$ cat src/rtl/rpsc_pkg.sv
// rpsc_pkg: shared definitions for the RPSC card 9 fault monitor.
//   NUM_FAULTS    number of latched-alarm lines from the card
//   FF17..FF24    bit index of each alarm line inside la_in / fault_vec_out
//   rpsc_state_e  monitor FSM state encoding (visible on state_out)
//   lowest_set    index of the lowest set bit, used for first-out capture
package rpsc_pkg;

    localparam int unsigned NUM_FAULTS = 8;

    localparam int unsigned FF17 = 0;  // G1_PS_Fault
    localparam int unsigned FF18 = 1;
    localparam int unsigned FF19 = 2;
    localparam int unsigned FF20 = 3;
    localparam int unsigned FF21 = 4;
    localparam int unsigned FF22 = 5;
    localparam int unsigned FF23 = 6;
    localparam int unsigned FF24 = 7;  // G2_PS_Internal_Fault

    typedef enum logic [1:0] {
        ST_NORMAL   = 2'b00,
        ST_TRIPPED  = 2'b01,
        ST_CLEARING = 2'b10,
        ST_VERIFY   = 2'b11
    } rpsc_state_e;

    // Lowest index wins when several faults appear in the same cycle.
    function automatic logic [2:0] lowest_set(input logic [NUM_FAULTS-1:0] v);
        logic [2:0] idx;
        logic       found;
        idx   = '0;
        found = 1'b0;
        for (int unsigned i = FF17; i < NUM_FAULTS; i++) begin
            if (v[i] && !found) begin
                idx   = 3'(i);
                found = 1'b1;
            end
        end
        return idx;
    endfunction

endpackage

$ cat src/rtl/rpsc_fault_monitor_if.sv
// rpsc_fault_monitor_if: signal bundle between the RPSC card 9 / interlock
// environment and the fault monitor.
//   la_in           [8]  latched alarm lines (asynchronous, active-high)
//   ack_in               operator acknowledge level (asynchronous)
//   trip_out             summary trip to the interlock chain
//   fault_vec_out   [8]  sticky debounced fault vector
//   first_valid_out      first_idx_out is valid
//   first_idx_out   [3]  first-out fault index
//   card_clear_out       latch-reset pulse to the card
//   state_out       [2]  monitor FSM state
// Modports: master = environment side, slave = monitor side.
interface rpsc_fault_monitor_if;
    import rpsc_pkg::*;

    logic [NUM_FAULTS-1:0] la_in;
    logic                  ack_in;
    logic                  trip_out;
    logic [NUM_FAULTS-1:0] fault_vec_out;
    logic                  first_valid_out;
    logic [2:0]            first_idx_out;
    logic                  card_clear_out;
    logic [1:0]            state_out;

    modport master (
        output la_in, ack_in,
        input  trip_out, fault_vec_out, first_valid_out, first_idx_out,
               card_clear_out, state_out
    );

    modport slave (
        input  la_in, ack_in,
        output trip_out, fault_vec_out, first_valid_out, first_idx_out,
               card_clear_out, state_out
    );

endinterface

$ cat src/rtl/rpsc_debounce.sv
// rpsc_debounce: one alarm line -> 2-flop synchronizer -> symmetric debounce.
//   clk, reset   system clock, synchronous active-high reset
//   raw_in       asynchronous alarm line
//   db_out       debounced level
// The counter accumulates DEBOUNCE_CYCLES consecutive cycles of the opposite
// synchronized value; the new level is committed on the following edge if the
// input is still opposite. Any cycle matching db_out restarts the count.
module rpsc_debounce #(
    parameter int unsigned DEBOUNCE_CYCLES = 16
) (
    input  logic clk,
    input  logic reset,
    input  logic raw_in,
    output logic db_out
);

    localparam logic [7:0] DB_LIMIT = 8'(DEBOUNCE_CYCLES);

    logic       sync1;
    logic       sync2;
    logic [7:0] cnt;

    always_ff @(posedge clk) begin
        if (reset) begin
            sync1  <= 1'b0;
            sync2  <= 1'b0;
            cnt    <= '0;
            db_out <= 1'b0;
        end else begin
            sync1 <= raw_in;
            sync2 <= sync1;
            if (sync2 == db_out) begin
                cnt <= '0;
            end else if (cnt == DB_LIMIT) begin
                db_out <= sync2;
                cnt    <= '0;
            end else begin
                cnt <= cnt + 8'd1;
            end
        end
    end

endmodule

$ cat src/rtl/rpsc_fault_monitor.sv
// rpsc_fault_monitor: monitors the eight latched alarms of RPSC card 9,
// raises a summary trip, records a sticky fault vector and (optionally) the
// first-out fault, and runs the acknowledge / card-clear / verify sequence.
//   clk      system clock, rising edge
//   reset    synchronous, active-high
//   bus      rpsc_fault_monitor_if.slave (la_in, ack_in in; all status out)
// Parameters: DEBOUNCE_CYCLES (2..255), CLEAR_PULSE_CYCLES (1..15).
// Build option: define RPSC_FIRST_OUT_EN to enable first-out capture;
// otherwise first_valid_out / first_idx_out are tied to 0.
module rpsc_fault_monitor
    import rpsc_pkg::*;
#(
    parameter int unsigned DEBOUNCE_CYCLES    = 16,
    parameter int unsigned CLEAR_PULSE_CYCLES = 4
) (
    input  logic                 clk,
    input  logic                 reset,
    rpsc_fault_monitor_if.slave  bus
);

    localparam logic [3:0] CLR_LAST = 4'(CLEAR_PULSE_CYCLES - 1);
    localparam logic [8:0] VER_LAST = 9'(DEBOUNCE_CYCLES + 1);

    logic [NUM_FAULTS-1:0] db_vec;

    genvar g;
    generate
        for (g = 0; g < NUM_FAULTS; g++) begin : g_db
            rpsc_debounce #(
                .DEBOUNCE_CYCLES(DEBOUNCE_CYCLES)
            ) u_db (
                .clk    (clk),
                .reset  (reset),
                .raw_in (bus.la_in[g]),
                .db_out (db_vec[g])
            );
        end
    endgenerate

    // Acknowledge: synchronize, then detect the rising edge.
    logic ack_sync1;
    logic ack_sync2;
    logic ack_prev;
    logic ack_rise;

    always_ff @(posedge clk) begin
        if (reset) begin
            ack_sync1 <= 1'b0;
            ack_sync2 <= 1'b0;
            ack_prev  <= 1'b0;
        end else begin
            ack_sync1 <= bus.ack_in;
            ack_sync2 <= ack_sync1;
            ack_prev  <= ack_sync2;
        end
    end

    assign ack_rise = ack_sync2 & ~ack_prev;

    rpsc_state_e           state,     state_nxt;
    logic [3:0]            clr_cnt,   clr_cnt_nxt;
    logic [8:0]            ver_cnt,   ver_cnt_nxt;
    logic [NUM_FAULTS-1:0] fault_vec, fault_vec_nxt;

    always_ff @(posedge clk) begin
        if (reset) begin
            state     <= ST_NORMAL;
            clr_cnt   <= '0;
            ver_cnt   <= '0;
            fault_vec <= '0;
        end else begin
            state     <= state_nxt;
            clr_cnt   <= clr_cnt_nxt;
            ver_cnt   <= ver_cnt_nxt;
            fault_vec <= fault_vec_nxt;
        end
    end

    always_comb begin
        state_nxt     = state;
        clr_cnt_nxt   = clr_cnt;
        ver_cnt_nxt   = ver_cnt;
        fault_vec_nxt = fault_vec;
        case (state)
            ST_NORMAL: begin
                if (|db_vec) begin
                    state_nxt     = ST_TRIPPED;
                    fault_vec_nxt = db_vec;
                end
            end
            ST_TRIPPED: begin
                fault_vec_nxt = fault_vec | db_vec;
                if (ack_rise) begin
                    state_nxt   = ST_CLEARING;
                    clr_cnt_nxt = '0;
                end
            end
            ST_CLEARING: begin
                fault_vec_nxt = fault_vec | db_vec;
                if (clr_cnt == CLR_LAST) begin
                    state_nxt   = ST_VERIFY;
                    ver_cnt_nxt = '0;
                end else begin
                    clr_cnt_nxt = clr_cnt + 4'd1;
                end
            end
            ST_VERIFY: begin
                fault_vec_nxt = fault_vec | db_vec;
                if (ver_cnt == VER_LAST) begin
                    if (|db_vec) begin
                        // Fault persisted through the clear: show only what is
                        // active now, keep the original first-out.
                        state_nxt     = ST_TRIPPED;
                        fault_vec_nxt = db_vec;
                    end else begin
                        state_nxt     = ST_NORMAL;
                        fault_vec_nxt = '0;
                    end
                end else begin
                    ver_cnt_nxt = ver_cnt + 9'd1;
                end
            end
            default: begin
                state_nxt = ST_NORMAL;
            end
        endcase
    end

    assign bus.state_out      = state;
    assign bus.trip_out       = (state != ST_NORMAL);
    assign bus.card_clear_out = (state == ST_CLEARING);
    assign bus.fault_vec_out  = fault_vec;

`ifdef RPSC_FIRST_OUT_EN
    // First-out is taken only on the NORMAL -> TRIPPED transition and is
    // released only when VERIFY returns to NORMAL.
    logic       first_valid;
    logic [2:0] first_idx;
    logic       capture_first;
    logic       clear_first;

    assign capture_first = (state == ST_NORMAL) && (|db_vec);
    assign clear_first   = (state == ST_VERIFY) && (state_nxt == ST_NORMAL);

    always_ff @(posedge clk) begin
        if (reset) begin
            first_valid <= 1'b0;
            first_idx   <= '0;
        end else if (capture_first) begin
            first_valid <= 1'b1;
            first_idx   <= lowest_set(db_vec);
        end else if (clear_first) begin
            first_valid <= 1'b0;
            first_idx   <= '0;
        end
    end

    assign bus.first_valid_out = first_valid;
    assign bus.first_idx_out   = first_idx;
`else
    assign bus.first_valid_out = 1'b0;
    assign bus.first_idx_out   = '0;
`endif

endmodule

$ cat src/flat_wrapper.sv
// flat-port wrapper written by rule: the top's interface ports become plain ports
module rpsc_fault_monitor_flat import rpsc_pkg::*;
#(
    parameter int unsigned DEBOUNCE_CYCLES    = 16,
    parameter int unsigned CLEAR_PULSE_CYCLES = 4
)
  (clk, reset, bus_la_in, bus_ack_in, bus_trip_out, bus_fault_vec_out, bus_first_valid_out, bus_first_idx_out, bus_card_clear_out, bus_state_out);
  rpsc_fault_monitor_if bus_i ();
  input  logic clk;
  input  logic reset;
  input wire logic [$bits(bus_i.la_in)-1:0] bus_la_in;
  input wire logic [$bits(bus_i.ack_in)-1:0] bus_ack_in;
  output wire logic [$bits(bus_i.trip_out)-1:0] bus_trip_out;
  output wire logic [$bits(bus_i.fault_vec_out)-1:0] bus_fault_vec_out;
  output wire logic [$bits(bus_i.first_valid_out)-1:0] bus_first_valid_out;
  output wire logic [$bits(bus_i.first_idx_out)-1:0] bus_first_idx_out;
  output wire logic [$bits(bus_i.card_clear_out)-1:0] bus_card_clear_out;
  output wire logic [$bits(bus_i.state_out)-1:0] bus_state_out;
  assign bus_i.la_in = bus_la_in;
  assign bus_i.ack_in = bus_ack_in;
  assign bus_trip_out = bus_i.trip_out;
  assign bus_fault_vec_out = bus_i.fault_vec_out;
  assign bus_first_valid_out = bus_i.first_valid_out;
  assign bus_first_idx_out = bus_i.first_idx_out;
  assign bus_card_clear_out = bus_i.card_clear_out;
  assign bus_state_out = bus_i.state_out;
  rpsc_fault_monitor #(.DEBOUNCE_CYCLES(DEBOUNCE_CYCLES), .CLEAR_PULSE_CYCLES(CLEAR_PULSE_CYCLES)) u_core (.clk(clk), .reset(reset), .bus(bus_i));
endmodule
$ cat config.mk
export PLATFORM = sky130hd
export DESIGN_NAME = rpsc_fault_monitor_flat
export DESIGN_NICKNAME = d
export VERILOG_FILES = /design/src/rtl/rpsc_pkg.sv /design/src/rtl/rpsc_fault_monitor_if.sv /design/src/rtl/rpsc_debounce.sv /design/src/rtl/rpsc_fault_monitor.sv /design/src/flat_wrapper.sv
export SDC_FILE = /design/constraint.sdc
export NUM_CORES = 1
export LEC_CHECK = 0
export BUFFER_PORTS_ARGS = -buffer_cell sky130_fd_sc_hd__buf_2
export CORE_UTILIZATION = 60
export DETAILED_ROUTE_END_ITERATION = 12
export GPL_ROUTABILITY_DRIVEN = 1
export HOLD_SLACK_MARGIN = 0.15
export PLACE_DENSITY = 0.9
export SLEW_MARGIN = 20
export SYNTH_ARGS = -nofsm -noshare
export SYNTH_HDL_FRONTEND = slang
export SYNTH_SLANG_ARGS = --single-unit
$ cat constraint.sdc
create_clock -name clk -period 2.35 [get_ports clk]
set_input_delay 0.47 -clock clk [delete_from_list [all_inputs] [get_ports clk]]
set_output_delay 0.47 -clock clk [all_outputs]
set_load 0.02 [all_outputs]
==> results.py, run 1 <==
metrics = {
    "run_status": {
        "status": "finished clean",
    },
    "cts": {
        "cts_max_path_buffers": 2,
        "postCtsSetupBuffers": 0,
        "cts_tree": "built",
        "clkLatencyLatePin_ns": 0.51,
        "clock_sinks": 114,
        "cts.htree.levels": 4,
        "root_buffer": "clkbuf_8",
        "clk_pin_slew_ns": 0.06,
        "ctsResizeCount": 0,
        "cts_hold_buf": 0,
        "cts_inserted_buffers": 17,
    },
    "route": {
        "finalWirelength_um": 9470,
        "drt-met1-wl_um": 4110,
        "route.detailed.drc": 0,
        "dr_wl_met2_um": 4740,
        "ant_nets": 0,
        "dr_wl_met3_um": 357,
        "dr.max_layer_used": "met4",
        "drtIter0Drc": 224,
        "via_per_inst": 5.53,
        "first_pass_iters": 4,
        "wire_per_inst_um": 14.3,
        "vias": 3655,
    },
    "sta": {
        "rsz0062_at_grt": "false",
        "setup_violations": 0,
        "worst_slew_pin_slew_ns": 0.648,
        "tns_ns": 0,
        "fmaxAchievable_ghz": 0.491,
        "fin_skew_ns": 0.00785,
        "min_period_over_period": 0.867,
        "relSlewSlack": 0.567,
        "fin_crit_ns": 2.04,
        "finalHoldViolations": 0,
        "worst_slack_ns": 0.312,
        "slew_violations": 0,
    },
    "floorplan": {
        "core-area_um2": 7730,
        "rows": 32,
        "ios": 27,
        "die_h_um": 91.5,
        "fp.dieW_um": 91.5,
        "start_util": 0.622,
        "die_area_um2": 8370,
    },
    "synth": {
        "synthTopCellsByCount": "dfxtp_1, nor2_1, nand3_1",
        "synthCells": 507,
        "synth_seq_cells": 114,
        "synth_area_leader_cell": "dfxtp_1",
        "synth-edff-count": 0,
        "synthArstFlopShare": 0,
        "yosysTopAreaCellShare": 0.475,
        "synth_warnings": 0,
        "synth_area_per_cell_um2": 9.48,
        "synth_most_common_cell": "dfxtp_1",
        "synthDistinctLibCells": 46,
        "synth_ff_type": "dfxtp_1",
        "ys_seq_area_frac": 0.475,
        "syn_area_um2": 4810,
        "synth_area_leaders": "dfxtp_1, nor2_1, xor2_1",
    },
    "grt": {
        "grt_pass1_vias": 3631,
        "grt_start_max_net_pins": 22,
        "track_usage": 0.248,
        "antenna_found_initial": 0,
        "grt_pass1_wl_um": 16300,
        "overflow": 0,
    },
    "flow_run": {
        "maxCapViolations": 0,
    },
    "cells_and_area": {
        "layout.cells.non_filler": 661,
        "area_growth_pct": 16.6,
        "final_util": 0.725,
        "n_antenna_cell": 0,
        "fill_cells": 488,
        "drive_gt1_frac": 0.116,
        "regArea_um2": 2280,
        "multi_input_area_um2": 2390,
        "nets": 581,
    },
    "power_and_ir_drop": {
        "vdd_drop_max_mv": 0.551,
        "p_leak_uw": 0.00220,
        "pwr_density_cell_nw_per_um2": 846,
    },
    "place": {
        "io_buffer_count": 22,
        "place_congestion": 0.897,
        "placed_cells": 629,
        "dp_hpwl_um": 6140,
        "place_ws_ns": 0.392,
    },
    "setup_path": {
        "cp_max_fo": 7,
        "cp.arrival_ns": 2.44,
        "path_cells": "inv_1 > ha_1 > nand2b_1 > a32oi_1 > a211oi_1 > a31o_2",
        "end_kind": "flop",
        "crit_path_top_delay_cell": "a32oi_1",
        "start_kind": "flop",
        "r2r_cells": 6,
        "max_stage_delay_ns": 0.45,
        "worstSetupPathType": "reg2reg",
        "cp.required_ns": 2.76,
    },
    "hold_path": {
        "hold_depth": 2,
        "min_path_type": "in2reg",
    },
}
-- placed cells by master, fill, tap and decap left out, drive strengths merged, types with 4 or more instances in the layout --
| cell | instances |
|---|---|
| and3 | 23 |
| a22o | 8 |
| nor4b | 9 |
| mux2i | 9 |
| nor2 | 90 |
| nand2 | 19 |
| ha | 24 |
| o21ai | 5 |
| buf | 26 |
| conb | 4 |
| xnor2 | 27 |
| dfxtp | 114 |
| inv | 25 |
| xor2 | 36 |
| a21oi | 10 |
| clkbuf | 19 |
| clkinv | 8 |
| nand3 | 46 |
| nor2b | 21 |
-- report_power, final --
group / switching, uW / total (uW) / internal [uW]
Clock: 904 / 2430 / 1530
Sequential: 32.6 / 2000 / 1970
Combinational: 199 / 307 / 108
-- state kept, by name, indices dropped and copies added (netlist names) --
register and count:
u_core.ack_prev 1, u_core.ack_sync1 1, u_core.ack_sync2 1, u_core.bus.fault_vec_out 8
u_core.bus.state_out 2, u_core.clr_cnt 4, u_core.g_db.u_db.cnt 64, u_core.g_db.u_db.db_out 8
u_core.g_db.u_db.sync1 8, u_core.g_db.u_db.sync2 8, u_core.ver_cnt 9
-- per-stage QoR --
stage | cell area (um^2) | hold slack [ns] | power (uW)
2_1_floorplan | 4820 | 0.414 | 2260
3_3_place_gp | 5040 | 0.418 | 2320
3_5_place_dp | 5040 | 0.425 | 2340
4_1_cts | 5610 | 0.162 | 4750
5_1_grt | 5610 | 0.164 | 4900
6_report | 5610 | 0.170 | 4740
-- worst max-delay path: cells and delay by family, from the launching register on --
| kind | cells | cell delay (ns) |
|---|---|---|
| simple gates | 1 | 0.30 |
| flops | 1 | 0.41 |
| buf+inv | 1 | 0.12 |
| compound gates | 3 | 0.83 |
| fa+ha+maj | 1 | 0.28 |
-- per-layer routing --
layer / vias to the layer above / global-route usage
li1: 1786 / -
met1: 1751 / 0.296
met2: 86 / 0.407
met3: 32 / 0.0695
met4: 0 / 0.126
met5: - / 0
-- cell families (layout without fill, tap and decap cells) --
logic type | Yosys count | after routing | share of synthesized area
AO/OA/AOI/OAI | 39 | 39 | 0.0627
XOR/XNOR | 63 | 63 | 0.115
adder cells (fa/ha/maj) | 24 | 24 | 0.0625
buffers and inverters | 34 | 83 | 0.0299
flip-flops | 114 | 114 | 0.475
multiplexers | 9 | 9 | 0.0187
other | 1 | 4 | 0.000780
AND/OR/NAND/NOR | 223 | 223 | 0.236
-- layout make-up --
cell class / count / share of cell area
multi-input combinational: 362 / 0.427
sequential: 114 / 0.407
clock buffer: 19 / 0.0770
timing repair buffer: 26 / 0.0250
clock inverter: 13 / 0.0246
tap: 102 / 0.0228
inverter: 25 / 0.0167
-- final timing paths --
kind,start,to,slack [ns]
setup / recovery,u_core.bus.state_out[0]$_SDFFE_PP0P_,u_core.ver_cnt[2]$_SDFFE_PP0P_,0.31
setup reg to reg,u_core.bus.state_out[0]$_SDFFE_PP0P_,u_core.ver_cnt[2]$_SDFFE_PP0P_,0.31
hold reg to reg,u_core.g_db[2].u_db.sync1$_SDFF_PP0_,u_core.g_db[2].u_db.sync2$_SDFF_PP0_,0.44
hold / removal,bus_la_in[3],u_core.g_db[3].u_db.sync1$_SDFF_PP0_,0.17
Power figures use the tool's default switching activity.
==> inputs of run 2 (changes only) <==
--- a/config.mk
+++ b/config.mk
@@ -6,12 +6,13 @@
 export NUM_CORES = 1
 export LEC_CHECK = 0
 export BUFFER_PORTS_ARGS = -buffer_cell sky130_fd_sc_hd__buf_2
-export CORE_UTILIZATION = 60
+export CORE_UTILIZATION = 61
 export DETAILED_ROUTE_END_ITERATION = 12
 export GPL_ROUTABILITY_DRIVEN = 1
 export HOLD_SLACK_MARGIN = 0.15
-export PLACE_DENSITY = 0.9
+export PLACE_DENSITY = 0.91
 export SLEW_MARGIN = 20
 export SYNTH_ARGS = -nofsm -noshare
 export SYNTH_HDL_FRONTEND = slang
+export SYNTH_HIERARCHICAL = 1
 export SYNTH_SLANG_ARGS = --single-unit
==> results.py, run 2 <==
metrics = {
    "run_status": {
        "status": "finished clean",
    },
    "synth": {
        "synth_most_common_cell": "dfxtp_1",
        "synth_warnings": 6,
        "yosysTopAreaCellShare": 0.448,
        "synth_seq_cells": 114,
        "ys_seq_area_frac": 0.448,
        "synth-edff-count": 0,
        "synthDistinctLibCells": 43,
        "synth_ff_type": "dfxtp_1",
        "synthTopCellsByCount": "dfxtp_1, a21oi_1, nor2_1",
        "synth_area_per_cell_um2": 9.05,
        "synthArstFlopShare": 0,
        "synth_area_leader_cell": "dfxtp_1",
        "syn_area_um2": 5100,
        "synth_area_leaders": "dfxtp_1, ha_1, a21oi_1",
        "synthCells": 563,
    },
    "setup_path": {
        "worstSetupPathType": "reg2out",
        "cp_max_fo": 9,
        "cp.required_ns": 1.88,
        "cp.arrival_ns": 1.57,
        "end_kind": "output pin",
        "start_kind": "flop",
    },
    "cts": {
        "clkLatencyLatePin_ns": 0.52,
        "cts_tree": "built",
        "cts_max_path_buffers": 2,
        "cts_hold_buf": 2,
        "postCtsSetupBuffers": 0,
        "clk_pin_slew_ns": 0.06,
        "ctsResizeCount": 0,
        "clock_sinks": 114,
        "cts.htree.levels": 4,
        "root_buffer": "clkbuf_8",
        "cts_inserted_buffers": 17,
    },
    "cells_and_area": {
        "largest_register_ffs": 64,
        "nets": 636,
        "layout_common_cells": "dfxtp_1, a21oi_1, nor2_1, inv_1, or3_1",
        "n_antenna_cell": 0,
        "top_register": "u_core/g_db.u_db/cnt",
        "fill_cells": 517,
        "area_growth_pct": 16.4,
        "final_common_cell": "dfxtp_1",
        "drive_gt1_frac": 0.137,
        "regArea_um2": 2280,
        "multi_input_area_um2": 2590,
        "largestRegisters": "u_core/g_db.u_db/cnt (64), u_core/ver_cnt (9)",
    },
    "power_and_ir_drop": {
        "p_leak_uw": 0.00216,
        "seq_power_share": 0.417,
        "p_clk_frac": 0.540,
        "comb_power_share": 0.043,
        "p_sw_uw": 1090,
        "vdd_drop_max_mv": 0.582,
        "pwr_density_cell_nw_per_um2": 798,
        "switching_share": 0.229,
        "intPower_uw": 3650,
    },
    "floorplan": {
        "fp.dieW_um": 93.4,
        "core-area_um2": 7890,
        "start_util": 0.646,
        "ios": 27,
        "rows": 32,
        "die_area_um2": 8730,
        "die_h_um": 93.4,
    },
    "route": {
        "via_per_inst": 5.78,
        "drtIter0Drc": 193,
        "finalWirelength_um": 10800,
        "route.detailed.drc": 0,
        "vias": 4140,
        "wire_per_inst_um": 15.0,
        "ant_nets": 0,
        "first_pass_iters": 5,
    },
    "sta": {
        "min_period_over_period": 0.870,
        "slew_violations": 0,
        "finalHoldViolations": 0,
        "fin_skew_ns": 0.0123,
        "relSlewSlack": 0.592,
        "worst_slew_pin_slew_ns": 0.610,
        "tns_ns": 0,
        "setup_violations": 0,
        "rsz0062_at_grt": "false",
        "fin_crit_ns": 2.04,
        "worst_slack_ns": 0.305,
        "fmaxAchievable_ghz": 0.489,
    },
    "grt": {
        "grt_pass1_vias": 4076,
        "grt_pass1_wl_um": 18200,
        "grt_start_max_net_pins": 31,
        "antenna_found_initial": 0,
        "track_usage": 0.269,
        "overflow": 0,
    },
    "hold_path": {
        "min_path_type": "in2reg",
    },
    "place": {
        "place_ws_ns": 0.365,
        "io_buffer_count": 22,
        "place_congestion": 0.810,
        "dp_hpwl_um": 7070,
    },
    "flow_run": {
        "maxCapViolations": 0,
    },
}
## run 2: path summary, 6_finish.rpt
kind,cells past startpoint,startpoint,end,slack (ns)
hold reg to reg,1,u_core/g_db[7].u_db/sync1$_SDFF_PP0_,u_core/g_db[7].u_db/sync2$_SDFF_PP0_,0.44
hold / removal,2,bus_ack_in,u_core/ack_sync1$_SDFF_PP0_,0.17
setup / recovery,3,u_core/bus.state_out[0]$_SDFFE_PP0P_,bus_card_clear_out,0.31
setup reg to reg,6,u_core/bus.state_out[0]$_SDFFE_PP0P_,u_core/ver_cnt[5]$_SDFFE_PP0P_,0.33
## run 2: metal layers
metal  vias to the layer above  wire (um)  global-route usage
li1                       2029          -                   -
met3                        17        381              0.0724
met4                         0        193               0.126
met2                        96       5810               0.488
met1                      1998       4370               0.289
met5                         -          0                   0
## run 2: worst max-delay path, cell delays in order (launching register included)
cell     delay [ns]
dfxtp_1        0.35
inv_1          0.14
ha_1           0.34
buf_2          0.23
## run 2: power by group through the flow
stage	Combinational [uW]	Sequential [uW]	Clock, uW
after floorplan	142	2010	0
after global placement	181	2010	0
after detailed placement	195	2010	0
after CTS	201	1970	2590
after global routing	227	1980	2690
final	204	1970	2560
## run 2: final cells by class
cell class,instances,area share
Tap cell,102,0.0215
Timing Repair Buffer,27,0.0257
Inverter,47,0.0297
Sequential cell,114,0.385
Clock inverter,15,0.0314
Multi-Input combinational cell,394,0.437
Clock buffer,17,0.0698
## run 2: metrics by stage
step | power, uW | instances | hold WS [ns] | area [um^2] | utilization
floorplan | 2160 | 566 | 0.414 | 5110 | -
global placement | 2190 | 682 | 0.419 | 5310 | 0.673
detailed placement | 2210 | 682 | 0.424 | 5310 | 0.673
CTS | 4760 | 716 | 0.150 | 5930 | 0.752
global route | 4890 | 716 | 0.165 | 5930 | 0.752
finish | 4740 | 716 | 0.172 | 5930 | 0.752
## run 2: logic make-up (layout without fill, tap and decap cells)
logic type      after synthesis  after routing  share of synthesized area
compound gates              123            123                      0.149
simple gates                203            203                      0.229
xor+xnor                     40             40                     0.0687
other cells                   1              4                   0.000736
buf+inv                      58            106                     0.0459
fa+ha+maj                    24             24                     0.0589
flops                       114            114                      0.448
==> inputs of run 3 (changes only) <==
--- a/config.mk
+++ b/config.mk
@@ -5,12 +5,13 @@
 export SDC_FILE = /design/constraint.sdc
 export NUM_CORES = 1
 export LEC_CHECK = 0
+export ABC_CLOCK_PERIOD_IN_PS = 1800
 export BUFFER_PORTS_ARGS = -buffer_cell sky130_fd_sc_hd__buf_2
-export CORE_UTILIZATION = 61
+export CORE_UTILIZATION = 55
 export DETAILED_ROUTE_END_ITERATION = 12
 export GPL_ROUTABILITY_DRIVEN = 1
 export HOLD_SLACK_MARGIN = 0.15
-export PLACE_DENSITY = 0.91
+export PLACE_DENSITY = 0.87
 export SLEW_MARGIN = 20
 export SYNTH_ARGS = -nofsm -noshare
 export SYNTH_HDL_FRONTEND = slang
==> constraint.sdc (replaced) <==
create_clock -name clk -period 1.8 [get_ports clk]
set_input_delay 0.36 -clock clk [delete_from_list [all_inputs] [get_ports clk]]
set_output_delay 0.36 -clock clk [all_outputs]
set_load 0.02 [all_outputs]
==> results.py, run 3 (synthesized netlist as in run 2, its figures left out) <==
metrics = {
    "run_status": {
        "violations": "setup timing",
        "status": "finished, violations left",
    },
    "route": {
        "wire_per_inst_um": 14.1,
        "via_per_inst": 5.55,
        "route.detailed.drc": 0,
        "vias": 4161,
        "ant_nets": 0,
        "drtIter0Drc": 154,
        "finalWirelength_um": 10600,
        "first_pass_iters": 7,
    },
    "floorplan": {
        "rows": 34,
        "die_area_um2": 9660,
        "fp.dieW_um": 98.3,
        "start_util": 0.576,
        "die_h_um": 98.3,
        "core-area_um2": 8850,
        "ios": 27,
    },
    "sta": {
        "worst_slack_ns": -0.0180,
        "slew_violations": 0,
        "setup_violations": 2,
        "finalHoldViolations": 0,
        "worst_slew_pin_slew_ns": 0.506,
        "rsz0062_at_grt": "true",
        "fmaxAchievable_ghz": 0.550,
        "relSlewSlack": 0.660,
        "min_period_over_period": 1.01,
        "fin_skew_ns": 0.00618,
        "fin_crit_ns": 1.82,
    },
    "power_and_ir_drop": {
        "comb_power_share": 0.049,
        "intPower_uw": 5100,
        "p_total_uw": 6430,
        "pwr_density_cell_nw_per_um2": 1030,
        "switching_share": 0.207,
        "p_clk_frac": 0.550,
        "vdd_drop_max_mv": 0.743,
        "p_leak_uw": 0.00232,
        "p_sw_uw": 1330,
        "seq_power_share": 0.401,
    },
    "grt": {
        "grt_start_max_net_pins": 17,
        "antenna_found_initial": 0,
        "grt_pass1_wl_um": 17900,
        "met3_usage": 0.0730,
        "overflow": 0,
        "grt-busiest-layer": "met2",
        "grt_pass1_vias": 4171,
        "gr-usage-met2": 0.405,
        "track_usage": 0.232,
        "met1_usage": 0.256,
    },
    "setup_path": {
        "r2r_cells": 5,
        "cp.required_ns": 2.24,
        "cp.arrival_ns": 2.26,
        "start_kind": "flop",
        "r2r-end": "u_core/bus.state_out[1]$_SDFFE_PP0P_",
        "reg2reg_from": "u_core/clr_cnt[0]$_SDFFE_PP0P_",
        "worstSetupPathType": "reg2reg",
        "crit_start": "u_core/clr_cnt[0]$_SDFFE_PP0P_",
        "cp_max_fo": 4,
        "r2r_setup_slack_ns": -0.02,
        "end_kind": "flop",
    },
    "cells_and_area": {
        "largestRegisters": "u_core/g_db.u_db/cnt (64), u_core/ver_cnt (9)",
        "layout.cells.non_filler": 750,
        "n_antenna_cell": 0,
        "area_growth_pct": 23.0,
        "largest_register_ffs": 64,
        "drive_gt1_frac": 0.182,
        "top_register": "u_core/g_db.u_db/cnt",
        "nets": 664,
        "layout_common_cells": "dfxtp_1, a21oi_1, nor2_1, inv_1",
        "final_common_cell": "dfxtp_1",
    },
    "hold_path": {
        "whs_endpoint": "u_core/bus.state_out[0]$_SDFFE_PP0P_",
        "holdCritStartpoint": "reset",
        "hold_depth": 2,
        "min_path_type": "in2reg",
    },
    "place": {
        "io_buffer_count": 22,
        "place_congestion": 0.832,
        "dp_hpwl_um": 6940,
        "place_ws_ns": -0.0693,
        "placed_cells": 708,
    },
    "cts": {
        "clock_sinks": 114,
        "root_buffer": "clkbuf_8",
        "cts_inserted_buffers": 17,
        "cts_tree": "built",
        "clk_pin_slew_ns": 0.06,
        "cts.htree.levels": 4,
        "clkLatencyLatePin_ns": 0.52,
        "cts_max_path_buffers": 2,
    },
    "flow_run": {
        "maxCapViolations": 0,
    },
}
-- run 3: per-layer routing --
metal  part of all wire  up-vias
met1               0.43     1986
met2               0.51       70
met5                  0        -
li1                   -     2085
met4              0.020        0
met3              0.041       20
-- run 3: power by group through the flow --
stage                     Clock, uW  Sequential [uW]  Combinational (uW)
after floorplan                   0             2630                 190
after global placement            0             2630                 247
after detailed placement          0             2630                 264
after CTS                      3580             2580                 299
after global routing           3710             2580                 344
final                          3540             2580                 314
-- run 3: area by class of cell --
cell class,instances,area (um^2)
clock buffers,21,439
clock inverters,11,185
fillers,601,2580
inverters,47,176
multi-input cells,394,2660
flip-flops and latches,114,2290
well taps,108,135
repair buffers,55,383
-- run 3: stage by stage --
step	util	hold WS, ns	TNS [ns]	cell area, um^2
finish	0.709	0.173	-0.0197	6270
global route	0.709	0.182	-0.127	6270
CTS	0.704	0.153	-0.0567	6230
detailed placement	0.620	0.425	-0.390	5490
global placement	0.620	0.417	0	5490
floorplan	-	0.414	0	5130
-- run 3: critical path, stage by stage, from the launching register on --
cell and delay (ns):
dfxtp_2 0.35, ha_4 0.13, or3b_1 0.34, a22o_1 0.27, or4b_4 0.51, a21oi_2 0.14
-- run 3: what timing repair did --
item / CTS / global route
pin swaps: 2 / 0
endpoints found under the setup margin: 12 / 11
gates resized for setup: 6 / 9
buffers inserted: 1 / 0
hold buffers: 9 / 0
hold endpoints to repair: 9 / 0
-- run 3: worst max path at each step --
stage                     slack, ns                                        to
final                         -0.02      u_core/bus.state_out[1]$_SDFFE_PP0P_
after global placement         0.04      u_core/bus.state_out[0]$_SDFFE_PP0P_
after detailed placement      -0.07  u_core/bus.fault_vec_out[0]$_SDFFE_PP0P_
after floorplan               0.007  u_core/bus.fault_vec_out[0]$_SDFFE_PP0P_
after CTS                     -0.02      u_core/bus.state_out[1]$_SDFFE_PP0P_
after global routing          -0.06      u_core/bus.state_out[0]$_SDFFE_PP0P_
